## config.mk

```make
export PLATFORM = sky130hd
export DESIGN_NAME = nibble_serial_add_arbiter
export DESIGN_NICKNAME = d
export VERILOG_FILES = /design/src/rtl/nibble_serial_add_arbiter.sv
export SDC_FILE = /design/constraint.sdc
export NUM_CORES = 1
export LEC_CHECK = 0
export BUFFER_PORTS_ARGS = -buffer_cell sky130_fd_sc_hd__buf_2
export CAP_MARGIN = 20
export CORE_MARGIN = 3
export CORE_UTILIZATION = 51
export DETAILED_ROUTE_END_ITERATION = 16
export PLACE_DENSITY = 0.78
export SYNTH_ARGS = -nofsm -noshare
export SYNTH_HDL_FRONTEND = slang
export SYNTH_SLANG_ARGS = --single-unit
```

## constraint.sdc

```tcl
create_clock -name clk -period 3.63 [get_ports clk]
set_input_delay 0.726 -clock clk [delete_from_list [all_inputs] [get_ports clk]]
set_output_delay 0.726 -clock clk [all_outputs]
set_load 0.02 [all_outputs]
```

## src/rtl/nibble_serial_add_arbiter.sv

```systemverilog
// nibble_serial_add_arbiter
//   Two requesters share one 4-bit carry-skip adder slice. An accepted
//   operation is summed one nibble per cycle, LSB nibble first. The result
//   is then held until the consumer takes it. Simultaneous requests are
//   arbitrated round-robin.
//
// Ports
//   clk, rst_n                    clock, synchronous active-low reset
//   reqX_valid/_a/_b/_cin         requester X offers an add (X = 0, 1)
//   reqX_ready                    requester X accepted this cycle (IDLE only)
//   res_valid/res_ready           result handshake
//   res_sum, res_cout             sum modulo 2^WIDTH, carry out of the MSB
//   res_id                        requester that owns the result
//   res_skips                     nibbles whose propagate group was all ones
//   busy                          operation in progress (RUN or DONE)
module nibble_serial_add_arbiter #(
  parameter int WIDTH = 16
) (
  input  logic                           clk,
  input  logic                           rst_n,
  input  logic                           req0_valid,
  input  logic [WIDTH-1:0]               req0_a,
  input  logic [WIDTH-1:0]               req0_b,
  input  logic                           req0_cin,
  output logic                           req0_ready,
  input  logic                           req1_valid,
  input  logic [WIDTH-1:0]               req1_a,
  input  logic [WIDTH-1:0]               req1_b,
  input  logic                           req1_cin,
  output logic                           req1_ready,
  output logic                           res_valid,
  input  logic                           res_ready,
  output logic [WIDTH-1:0]               res_sum,
  output logic                           res_cout,
  output logic                           res_id,
  output logic [$clog2(WIDTH/4+1)-1:0]   res_skips,
  output logic                           busy
);

  localparam int N    = WIDTH / 4;
  localparam int IDXW = (N > 1) ? $clog2(N) : 1;
  localparam int SKW  = $clog2(N + 1);

  typedef enum logic [1:0] {IDLE, RUN, DONE} state_t;

  state_t              state_q;
  logic [WIDTH-1:0]    a_q, b_q;
  logic                carry_q;
  logic [IDXW-1:0]     idx_q;
  logic [WIDTH-1:0]    res_sum_q;
  logic                res_cout_q;
  logic                res_id_q;
  logic [SKW-1:0]      res_skips_q;
  logic                last_grant_q;

  // 4-bit carry-skip slice: ripple inside the nibble, but when every bit
  // propagates the carry-in bypasses the ripple chain. Returns {cout, sum}.
  function automatic logic [4:0] csa4(input logic [3:0] a, input logic [3:0] b,
                                      input logic c);
    logic [3:0] p, g;
    logic [4:0] cr;
    p     = a ^ b;
    g     = a & b;
    cr[0] = c;
    for (int i = 0; i < 4; i++) cr[i+1] = g[i] | (p[i] & cr[i]);
    return {((&p) ? c : cr[4]), p ^ cr[3:0]};
  endfunction

  // Round-robin: on a tie the requester not granted last wins.
  logic grant;
  logic accept;

  always_comb begin
    grant = 1'b0;
    if (req0_valid && req1_valid) grant = ~last_grant_q;
    else                          grant = req1_valid;
  end

  assign accept     = rst_n && (state_q == IDLE) && (req0_valid || req1_valid);
  assign req0_ready = accept && !grant;
  assign req1_ready = accept &&  grant;

  // The single shared slice works on nibble idx_q of the latched operands.
  logic [3:0] nib_a, nib_b, nib_p;
  logic [4:0] slice;

  assign nib_a = a_q[{idx_q, 2'b00} +: 4];
  assign nib_b = b_q[{idx_q, 2'b00} +: 4];
  assign nib_p = nib_a ^ nib_b;
  assign slice = csa4(nib_a, nib_b, carry_q);

  // Operand latches carry no reset; they are only read after acceptance.
  always_ff @(posedge clk) begin
    if (accept) begin
      a_q <= grant ? req1_a : req0_a;
      b_q <= grant ? req1_b : req0_b;
    end
  end

  always_ff @(posedge clk) begin
    if (!rst_n) begin
      state_q      <= IDLE;
      carry_q      <= 1'b0;
      idx_q        <= '0;
      res_sum_q    <= '0;
      res_cout_q   <= 1'b0;
      res_id_q     <= 1'b0;
      res_skips_q  <= '0;
      last_grant_q <= 1'b1;
    end else begin
      case (state_q)
        IDLE: begin
          if (accept) begin
            carry_q     <= grant ? req1_cin : req0_cin;
            res_id_q    <= grant;
            idx_q       <= '0;
            res_sum_q   <= '0;
            res_skips_q <= '0;
            state_q     <= RUN;
          end
        end
        RUN: begin
          res_sum_q[{idx_q, 2'b00} +: 4] <= slice[3:0];
          carry_q    <= slice[4];
          res_cout_q <= slice[4];
          if (&nib_p) res_skips_q <= res_skips_q + SKW'(1);
          if (idx_q == IDXW'(N - 1)) begin
            state_q <= DONE;
          end else begin
            idx_q <= idx_q + IDXW'(1);
          end
        end
        DONE: begin
          if (res_ready) begin
            last_grant_q <= res_id_q;
            state_q      <= IDLE;
          end
        end
        default: state_q <= IDLE;
      endcase
    end
  end

  assign res_valid = (state_q == DONE);
  assign busy      = (state_q != IDLE);
  assign res_sum   = res_sum_q;
  assign res_cout  = res_cout_q;
  assign res_id    = res_id_q;
  assign res_skips = res_skips_q;

endmodule

```

## Word level (Yosys, flattened, before mapping)

Index checks and enable logic that the tools add are counted.

| operators by class | value |
|---|---|
| bitwise gates (word level) | 12 |
| $add $sub $neg | 3 |
| reductions and logical operators | 17 |
| multiplexer cells | 20 |
| eq/ne operators | 8 |
| shift operators | 4 |

Operator list:

| cell | count |
|---|---|
| $mux 16 | 3 |
| $pmux 16 s2 | 1 |
| $shiftx 16x5->4 | 2 |
| $bwmux 16 | 1 |
| $shift 4x6->16 const A | 1 |
| $shiftx 4x6->16 | 1 |
| $mux 2 | 5 |
| $reduce_and 3->1 | 3 |
| $ne 2x2->1 const B | 4 |
| $xor 4x4->4 | 2 |
| $mux 3 | 2 |
| $neg 4->6 | 1 |
| $pmux 2 s3 | 1 |
| $pmux 3 s2 | 1 |
| $reduce_and 2->1 | 3 |
| $logic_and 1x1->1 | 5 |
| $and 1x1->1 | 4 |
| $and 4x4->4 | 1 |
| $eq 2x2->1 const B | 2 |
| $mux 1 | 4 |
| $or 1x1->1 | 4 |
| $pmux 2 s2 | 1 |
| $reduce_and 4->1 | 1 |
| $reduce_bool 2->1 | 2 |
| other kinds (9) | 9 |

| storage, ports and cells | value |
|---|---|
| flip-flop bits (word level) | 59 |
| output and inout port bits | 25 |
| word-level logic and storage cells | 74 |
| bits of input ports | 71 |

## Longest topological paths before layout

| logic depth | value |
|---|---|
| depth after elaboration | 12 |
| gate-level depth with buffers | 11 |
| gate-level depth less buffers | 9 |

## Worst setup path after synthesis

OpenSTA, ideal clock, no wires.

| timing path | value |
|---|---|
| path kind | input to register |
| start | input port rst_n |
| end | register a_q[0] (enable) |
| data arrival time | 2565 ps |
| buffers on the path | 1 |
| data required time | 3204 ps |
| stages | 3 |
| slack | 639 ps |
| library setup time | 426 ps |
| path through | clkbuf_1 > nand2b_1 > nor2_1 |

| on the way | value |
|---|---|
| longest elaborated chain between the ends | 2 |

Ends and longest elaborated chain:

| what | line | text |
|---|---|---|
| start: declaration | 20 | `input logic rst_n,` |
| $logic_and 1x1->1 (2 in series) | 79 | `assign accept = rst_n && (state_q == IDLE) && (req0_valid \|\| req1_valid);` |
| named net accept | 71 | `logic accept;` |
| end signal: assignment | 95 | `a_q <= grant ? req1_a : req0_a;` |
| end: declaration | 47 | `logic [WIDTH-1:0] a_q, b_q;` |

The timed path passes the listed nets, and every way through them passes these cells.
A chain may end at the register's enable or synchronous reset.

## Final worst setup path

| timing path | value |
|---|---|
| start | register idx_q[1] |
| end | register res_sum_q[3] (netlist: res_sum[3]) |

| on the way | value |
|---|---|
| longest elaborated chain between the ends | 12 |
| elaborated cells on any way between the ends | 16 |
| those cells by class | add/sub: 1; shift: 4; mux: 2; bitwise: 9 |

Ends and longest elaborated chain:

| what | line | text |
|---|---|---|
| start: declaration | 49 | `logic [IDXW-1:0] idx_q;` |
| start signal: assignment | 130 | `idx_q <= idx_q + IDXW'(1);` |
| $shiftx 16x5->4 (on tied branches) | 87, 88 |  |
| $xor 4x4->4 | 62 | `p = a ^ b;` |
| $and 1x1->1 | 65 | `for (int i = 0; i < 4; i++) cr[i+1] = g[i] \| (p[i] & cr[i]);` |
| $or 1x1->1 | 65 |  |
| $and 1x1->1 | 65 |  |
| $or 1x1->1 | 65 |  |
| $and 1x1->1 | 65 |  |
| $or 1x1->1 | 65 |  |
| $xor 4x4->4 | 66 | `return {((&p) ? c : cr[4]), p ^ cr[3:0]};` |
| $shiftx 4x6->16 | 123 | `res_sum_q[{idx_q, 2'b00} +: 4] <= slice[3:0];` |
| $bwmux 16 (*) | 123 |  |
| $pmux 16 s2 (*) | 111 | `case (state_q)` |
| end signal: indexed assignment | 123 |  |
| end: declaration | 50 | `logic [WIDTH-1:0] res_sum_q;` |

Mark *: on every way between the ends. The rest lies on a longest branch, timed or not.

==> reports/qor.yml <==
clock_tree:
  clkTransAtPathRegs_ps: 70
  cts_setup_buffers: 0
  root_buffer: "clkbuf_8"
  cts-htree-levels: 3
  clock_latency_ps: 340
  cts_hold_buf: 0
  cts_tree: "built"
  cts_resized: 0
  cts.sinks: 59
  cts-buffers-inserted: 9
  cts_buffer_depth: 2
synth:
  synth_cells: 231
  synth.top_cells.by_count: "edfxtp_1 (32), mux2_2 (32), dfxtp_1 (27)"
  yosys.area_share.simple: 0.116
  ys.warnings.count: 0
  synth_xor_area_frac: 0
  synth_sequential_area_ratio: 0.504
  synth-seq-cells: 59
  synth_top_family_by_area: "multiplexers"
  synth_compound_area_frac: 0.0940
  synth_edf_count: 32
  yosysUniqueCellTypes: 45
  yosys-top-cells-area: "edfxtp_1 (32%), dfxtp_1 (18%), mux2_2 (12%), mux4_2 (6.0%), ha_1 (3.8%)"
  synth_top_area_frac: 0.322
  syn_area_um2: 2980
  synth-adder-area-share: 0.0646
  synth-async-reset-ratio: 0
  synth_top_area_cell: "edfxtp_1"
  yosys-mux-area-fraction: 0.185
  syn_avg_cell_area_um2: 12.9
  ys.flop_type: "edfxtp_1"
  synth_nets: 315
worst_setup_path:
  start_kind: "flip-flop"
  critPathKind: "reg -> reg"
  worst_ep_arrival_time_ps: 3070
  cp_max_fo: 11
  critPathCaptureType: "flip-flop"
  cp_data_required_time_ps: 3860
die:
  io_pins: 96
  core-area_um2: 5570
  die_area_um2: 6800
  die_y_um: 82.5
  initial_core_util: 0.535
  fp.dieW_um: 82.5
  rows: 27
drt:
  met2WireLength_um: 2970
  vias_per_cell: 5.39
  detail_route.wirelength_um: 6210
  drt-initial-drc-count: 95
  wl_met3_um: 437
  wl_per_cell_um: 15.4
  vias: 2177
  route.top_layer_used: "met4"
  drc: 0
  wl_met1_um: 2670
  ant_nets: 0
  drt-pass1-iter-count: 4
global_routing:
  antenna_found_initial: 0
  grt_pass1_vias: 2108
  grt_overflow: 0
  track_usage: 0.197
  grt_pass1_wl_um: 9800
  grt_max_degree: 36
pwr:
  p_per_area_nw_per_um2: 449
  p_leak_nw: 1.54
  vdd_drop_max_mv: 0.323
run_status:
  status: "complete, no violations"
sta:
  holdWs_ps: 461
  min_period_over_period: 0.785
  setup_slack_ps: 781
  hold_viol: 0
  slew_headroom: 0.372
  fin_crit_ps: 2850
  setup_viol: 0
  rsz0062_at_grt: "no"
  fmax_mhz: 351
  timing.final.max_slew_violations: 0
  worstMarginPinSlew_ps: 940
  skew_ps: 8.84
  tns_ps: 0
finish:
  drive_gt1_frac: 0.473
  insertedDiodeCount: 0
  nets: 411
  syn_to_final_growth_pct: 24.6
placement:
  dp_slack_ps: 801
  port_buffers: 95
  place.gp.congestion: 0.866
  place_hpwl_um: 4590
flow_run:
  maxCapViolCount: 0
min_path:
  hp-class: "reg -> reg"
[final cells by class]
type	count	area, µm²
Fill cell	449	1860
Sequential cell	59	1500
Multi-Input combinational cell	149	1390
Timing Repair Buffer	97	490
Clock buffer	10	128
Tap cell	72	90.1
Clock inverter	6	80.1
Inverter	11	41.3
[path summary, 6_finish.rpt]
path	from	endpoint	slack (ps)	depth (start not counted)
max	idx_q[1]	res_sum[3]	780	8
min	res_sum[14]	res_sum[14]	460	2
max reg2reg	idx_q[1]	res_sum[3]	780	8
min reg2reg	res_sum[14]	res_sum[14]	460	2
[layout by cell type (no fill, tap or decap), types with 2 or more instances in the layout]
master     instances
buf_4              2
or2_2              2
clkinv_1           2
mux2_2            32
inv_1             11
o22ai_1           11
fa_1               4
nand3_1            2
nor3_1             7
o21ai_0            3
bufinv_16          2
nor2b_1            8
dfxtp_1           27
ha_1               9
mux4_2             8
a21oi_1            3
nand2_1           15
buf_2             95
nor4b_1            3
a32o_1             8
clkbuf_8           9
edfxtp_1          32
nor3b_1            2
nand2b_1           4
or3_1              6
[registers in the layout, indices dropped and copies added (netlist names), 2 cells and up]
name,flops
res_sum,16
a_q,16
b_q,16
res_skips,3
idx_q,2
state_q,2
[through the flow]
step | instance area (µm²) | utilization | std cells | power (mW)
floorplan | 2980 | - | 231 | 0.952
global placement | 3510 | 0.629 | 388 | 1.04
detailed placement | 3510 | 0.629 | 388 | 1.05
CTS | 3720 | 0.667 | 404 | 1.68
global route | 3720 | 0.667 | 404 | 1.74
finish | 3720 | 0.667 | 404 | 1.67
[power breakdown]
group          leakage, nW  switching [mW]  internal, mW
registers            0.521          0.0193         0.746
clock network        0.101           0.255         0.381
logic                0.918           0.140         0.127
total                 1.54           0.415          1.25
[per-layer routing]
metal  global-route usage  vias up
li1                     -     1080
met1                0.247     1003
met2                0.312       82
met3               0.0618       12
met4               0.0914        0
met5                    0        -
[critical path, stage by stage (launching register included)]
cell and delay (ps):
dfxtp_1 620, mux4_2 330, fa_1 180, inv_1 50
fa_1 390, fa_1 370, inv_1 80, fa_1 470
a32o_1 240
[kinds of logic (layout without fill, tap and decap cells)]
kind of cell             Yosys count  count (layout)
multiplexers                      41              41
AND/OR/NAND/NOR                   58              58
adder cells (fa/ha/maj)           13              13
buffers and inverters             23             124
AO/OA/AOI/OAI                     37              37
flip-flops                        59              59
Note: power is estimated with default switching activity, not from simulation.
